--- src/rtl/placement_pkg.sv ---
// Shared encodings for the grid placement engines: free-cell marker, engine
// operation codes and the claim arbiter's transaction state.
package placement_pkg;

  // Widest cell supported; users slice the low DATA_W bits.
  localparam logic [63:0] EMPTY_CELL = {64{1'b1}};

  typedef enum logic {
    OP_READ  = 1'b0,
    OP_CLAIM = 1'b1
  } op_e;

  typedef enum logic [2:0] {
    S_IDLE  = 3'd0,
    S_ISSUE = 3'd1,
    S_WAIT  = 3'd2,
    S_CHECK = 3'd3,
    S_RESP  = 3'd4
  } state_e;

endpackage

--- src/rtl/rr_picker.sv ---
// Round-robin requester picker: the first active request strictly after
// last_grant (wrapping) wins, so the previous winner goes to the back.
module rr_picker #(
  parameter int N_REQ = 4,
  parameter int IDX_W = (N_REQ > 1) ? $clog2(N_REQ) : 1
) (
  input  logic [N_REQ-1:0] req,
  input  logic [IDX_W-1:0] last_grant,
  output logic [IDX_W-1:0] grant,
  output logic             valid
);

  // Walk offsets from farthest to nearest so the nearest active request is
  // the last one written and therefore wins.
  always_comb begin
    grant = '0;
    valid = 1'b0;
    for (int i = N_REQ; i >= 1; i--) begin
      if (req[(int'(last_grant) + i) % N_REQ]) begin
        grant = IDX_W'((int'(last_grant) + i) % N_REQ);
        valid = 1'b1;
      end
    end
  end

endmodule

--- src/rtl/grid_claim_arbiter.sv ---
// Shares one registered-read grid RAM port between N_REQ placement engines,
// serialising READ and atomic CLAIM (test-and-set) transactions.
module grid_claim_arbiter
  import placement_pkg::*;
#(
  parameter int                N_REQ  = 4,
  parameter int                ADDR_W = 12,
  parameter int                DATA_W = 32,
  parameter logic [DATA_W-1:0] EMPTY  = EMPTY_CELL[DATA_W-1:0]
) (
  input  logic                     clk,
  input  logic                     reset,
  input  logic [N_REQ-1:0]         req,
  input  logic [N_REQ-1:0]         op,
  input  logic [N_REQ*ADDR_W-1:0]  addr,
  input  logic [N_REQ*DATA_W-1:0]  wdata,
  output logic [N_REQ-1:0]         ack,
  output logic [DATA_W-1:0]        rdata,
  output logic                     success,
  output logic                     mem_re,
  output logic                     mem_we,
  output logic [ADDR_W-1:0]        mem_addr,
  output logic [DATA_W-1:0]        mem_din,
  input  logic [DATA_W-1:0]        mem_dout,
  output logic                     busy,
  output logic [15:0]              fail_cnt
);

  localparam int IDX_W = (N_REQ > 1) ? $clog2(N_REQ) : 1;

  state_e             state, state_nxt;
  logic [IDX_W-1:0]   last_grant;
  logic [IDX_W-1:0]   pick_idx;
  logic               pick_vld;
  op_e                op_p0;
  logic [ADDR_W-1:0]  addr_p0;
  logic [DATA_W-1:0]  wdata_p0;
  logic [DATA_W-1:0]  rdata_p1;
  logic               success_p1;
  logic [15:0]        fail_cnt_q;
  logic               claim_ok;

  function automatic logic [15:0] sat_inc16(input logic [15:0] v);
    return (v == 16'hFFFF) ? v : v + 16'd1;
  endfunction

  rr_picker #(
    .N_REQ (N_REQ),
    .IDX_W (IDX_W)
  ) u_picker (
    .req        (req),
    .last_grant (last_grant),
    .grant      (pick_idx),
    .valid      (pick_vld)
  );

  // A writing EMPTY would leave the cell looking free, so it never counts as a claim.
  assign claim_ok = (op_p0 == OP_CLAIM) && (mem_dout == EMPTY) && (wdata_p0 != EMPTY);

  always_comb begin
    state_nxt = state;
    mem_re    = 1'b0;
    mem_we    = 1'b0;
    mem_addr  = '0;
    mem_din   = '0;
    ack       = '0;
    unique case (state)
      S_IDLE: begin
        if (pick_vld) state_nxt = S_ISSUE;
      end
      S_ISSUE: begin
        mem_re    = 1'b1;
        mem_addr  = addr_p0;
        state_nxt = S_WAIT;
      end
      S_WAIT: begin
        state_nxt = S_CHECK;
      end
      S_CHECK: begin
        if (claim_ok) begin
          mem_we   = 1'b1;
          mem_addr = addr_p0;
          mem_din  = wdata_p0;
        end
        state_nxt = S_RESP;
      end
      S_RESP: begin
        ack[last_grant] = 1'b1;
        state_nxt       = S_IDLE;
      end
      default: state_nxt = S_IDLE;
    endcase
  end

  // Grant (p0): control state and per-transaction results.
  always_ff @(posedge clk or posedge reset) begin
    if (reset) begin
      state      <= S_IDLE;
      last_grant <= IDX_W'(N_REQ - 1);
      op_p0      <= OP_READ;
      rdata_p1   <= '0;
      success_p1 <= 1'b0;
      fail_cnt_q <= '0;
    end else begin
      state <= state_nxt;
      if (state == S_IDLE && pick_vld) begin
        last_grant <= pick_idx;
        op_p0      <= op[pick_idx] ? OP_CLAIM : OP_READ;
      end
      // Check (p1): result is held until the next transaction's check.
      if (state == S_CHECK) begin
        rdata_p1   <= mem_dout;
        success_p1 <= claim_ok;
        if (op_p0 == OP_CLAIM && !claim_ok) fail_cnt_q <= sat_inc16(fail_cnt_q);
      end
    end
  end

  always_ff @(posedge clk) begin
    if (state == S_IDLE && pick_vld) begin
      addr_p0  <= addr[pick_idx*ADDR_W +: ADDR_W];
      wdata_p0 <= wdata[pick_idx*DATA_W +: DATA_W];
    end
  end

  assign rdata    = rdata_p1;
  assign success  = success_p1;
  assign fail_cnt = fail_cnt_q;
  assign busy     = (state != S_IDLE);

endmodule

--- config.mk ---
export PLATFORM = sky130hd
export DESIGN_NAME = grid_claim_arbiter
export DESIGN_NICKNAME = d
export VERILOG_FILES = /design/src/rtl/placement_pkg.sv /design/src/rtl/rr_picker.sv /design/src/rtl/grid_claim_arbiter.sv
export SDC_FILE = /design/constraint.sdc
export NUM_CORES = 1
export LEC_CHECK = 0
export BUFFER_PORTS_ARGS = -buffer_cell sky130_fd_sc_hd__clkbuf_2
export CAP_MARGIN = 40
export CELL_PAD_IN_SITES_DETAIL_PLACEMENT = 0
export CELL_PAD_IN_SITES_GLOBAL_PLACEMENT = 1
export CORE_MARGIN = 5
export CORE_UTILIZATION = 33
export CTS_CLUSTER_SIZE = 14
export DETAILED_ROUTE_END_ITERATION = 10
export HOLD_SLACK_MARGIN = 0.06
export PLACE_DENSITY = 0.85
export SLEW_MARGIN = 5
export SYNTH_ARGS = -nofsm -noshare
export SYNTH_HDL_FRONTEND = slang
export SYNTH_SLANG_ARGS = --single-unit
--- constraint.sdc ---
create_clock -name clk -period 3.6 [get_ports clk]
set_input_delay 0.36 -clock clk [delete_from_list [all_inputs] [get_ports clk]]
set_output_delay 0.36 -clock clk [all_outputs]
set_load 0.005 [all_outputs]
==> flow_summary.toml <==
[routing]
ant_nets = 0
dr.first_iter.drc_count = 193
vias = 5230
drt-total-wl_um = 18880
via_per_inst = 4.865
route.detailed.drc = 0
dr.pass1.iters = 4
wl_per_cell_um = 17.56

[sta]
relSlewSlack = 0.5242
fin_tns_setup_ns = 0
timing.final.crit_share = 0.8718
fmax_mhz = 318.6
skew_ns = 0.008967
tightestPinTransition_ns = 0.7137
rsz0062_at_grt = "no"
fin_ws_ns = 0.4615
slew_viol_final = 0
fin_crit_ns = 3.139
hold_ws_ns = 0.2218
finalSetupViolCount = 0
hold_viol = 0

[clock_network]
clock_latency_ns = 0.35
clkTransAtPathRegs_ns = 0.07
cts_resized = 0
cts_hold_buf = 1
clock-sinks = 99
root_buffer = "clkbuf_16"
htree_levels = 3
cts_made_buffers = 9
cts_buffer_depth = 2
post-cts-setup-buffer-count = 0
cts_tree = "built"

[final_layout]
synthToLayoutAreaGrowth_pct = 37.45
design_area_mm2 = 0.007861
final_cell_mix = "clkbuf_2, mux2i_1, nand2_1"
layout.cells.non_filler = 1075
layout.core_utilization = 0.4577
final_common_cell = "clkbuf_2"
drive_gt1_frac = 0.4205
fin_nets = 1067

[placed_design]
portBuffers = 317
dpl-instance-area_mm2 = 0.007567
gp_congestion = 0.8232
place_ws_ns = 0.7523
post-place-cells = 1057
hpwl_um = 15180

[yosys]
yosysUniqueCellTypes = 42
ys.flop_type = "dfrtp_1"
yosysWarnings = 0
async_flop_share = 0.5556
syn_inst = 537
ys_ff_latch = 99
syn_nets = 760
synthTopCellsByArea = "mux2i_1, dfrtp_1, edfxtp_1, nand2_1, and3_1"
netlist_area_mm2 = 0.005719
synth_top_area_cell = "mux2i_1"
netlist.area_leader.share = 0.2380
ys_seq_area_frac = 0.4721
avgSynthCellArea_um2 = 10.65
synth_edf_count = 44

[floorplanning]
die_height_um = 141.6
start_util = 0.3330
num_rows = 48
io_pins = 318
core_mm2 = 0.01718
die_w_um = 141.6
die-area_mm2 = 0.02006

[worst_setup_path]
cp.arrival_ns = 2.78
cpPeakStageDelay_ns = 0.55
startpoint_type = "flop"
cp_slowest_cell = "dfrtp_1"
setup.worst_path.end_class = "output port"
path_cells = "nand4_1, or4_1, a2111oi_4, buf_4, and3_1, clkbuf_2"
reg2reg_depth = 7
startpoint = "op_p0"
r2r_start = "state[1]"
cp.required_ns = 3.24
path_class = "flop to output port"
crit_path_max_fanout = 48

[grt]
grt_pass1_vias = 5333
antenna_found_initial = 0
grt_usage = 0.1846
grt_start_max_net_pins = 73
grt_pass1_wl_um = 28750
grt-ovfl-total = 0

[power]
vdd_drop_max_v = 0.0004504
power.density_mw_per_mm2 = 770.4
p_leak_nw = 4.186
power_mw = 6.056

[min_path]
min_from = "mem_dout[5]"
whs_path_depth = 3
hold_path_class = "input pin to flop"

[job]
drv_cap = 0

[outcome]
status = "finished clean"
state kept, by name, indices dropped and copies added, names as in the netlist:
register,count
state,3
addr_p0,12
fail_cnt,16
op_p0,1
wdata_p0,32
success,1
rdata,32
last_grant,2
where the power goes:
group	internal (mW)	switching, mW
Clock	0.510	0.427
Sequential	1.89	0.383
Combinational	1.30	1.54
Total	3.70	2.35
synthesized netlist by cell type (all sizes together) (2+ instances only):
library cell	instances
or2	3
buf	22
nand3	7
ha	5
dfstp	2
mux2i	136
nand2	104
nor2b	12
a21oi	3
nor2	10
and3	38
and4	2
or4	2
xor2	15
and2	2
nand4	21
clkbuf	12
o21ai	3
dfrtp	53
nor4	6
a21o	2
nor3	10
inv	4
a2111oi	2
mux2	3
edfxtp	44
routing by layer:
layer  up-vias  part of all wire  global-route usage
met5         -                 0                   0
met4         0             0.023             0.06919
met3        27             0.076             0.05224
met2       212              0.51              0.3220
met1      2435              0.39              0.2152
li1       2556                 -                   -
cell families (layout without fill, tap and decap cells):
family	Yosys count	count (layout)	share of synthesized area
fa+ha+maj	5	5	0.01094
xor+xnor	16	16	0.02450
buf+inv	39	351	0.03260
compound gates	19	19	0.02691
mux	139	139	0.2439
simple gates	220	220	0.1890
other cells	0	1	0
flops	99	99	0.4721
worst paths after layout:
path,end,slack (ns)
max in group asynchronous,fail_cnt[10],2.49
hold / removal,rdata[5],0.22
setup / recovery,mem_din[0],0.46
min in group asynchronous,fail_cnt[13],0.58
hold reg to reg,rdata[20],0.47
setup reg to reg,fail_cnt[10],0.73
cell type report:
cell class / count / area (um^2)
clock buffers: 13 / 260.3
diodes: 1 / 2.502
well taps: 225 / 281.5
repair buffers: 330 / 1724
inverters: 5 / 18.77
multi-input cells: 399 / 2853
clock inverters: 3 / 21.27
fillers: 1698 / 9315
flip-flops and latches: 99 / 2700
worst max-delay path: cells and delay by family (launching register included):
kind / cells / cell delay [ns]
buffers and inverters: 2 / 0.58
DFF: 1 / 0.55
AOI/OAI and AO/OA: 1 / 0.37
and+or+nand+nor: 3 / 0.93
Note: power is estimated with default switching activity, not from simulation.
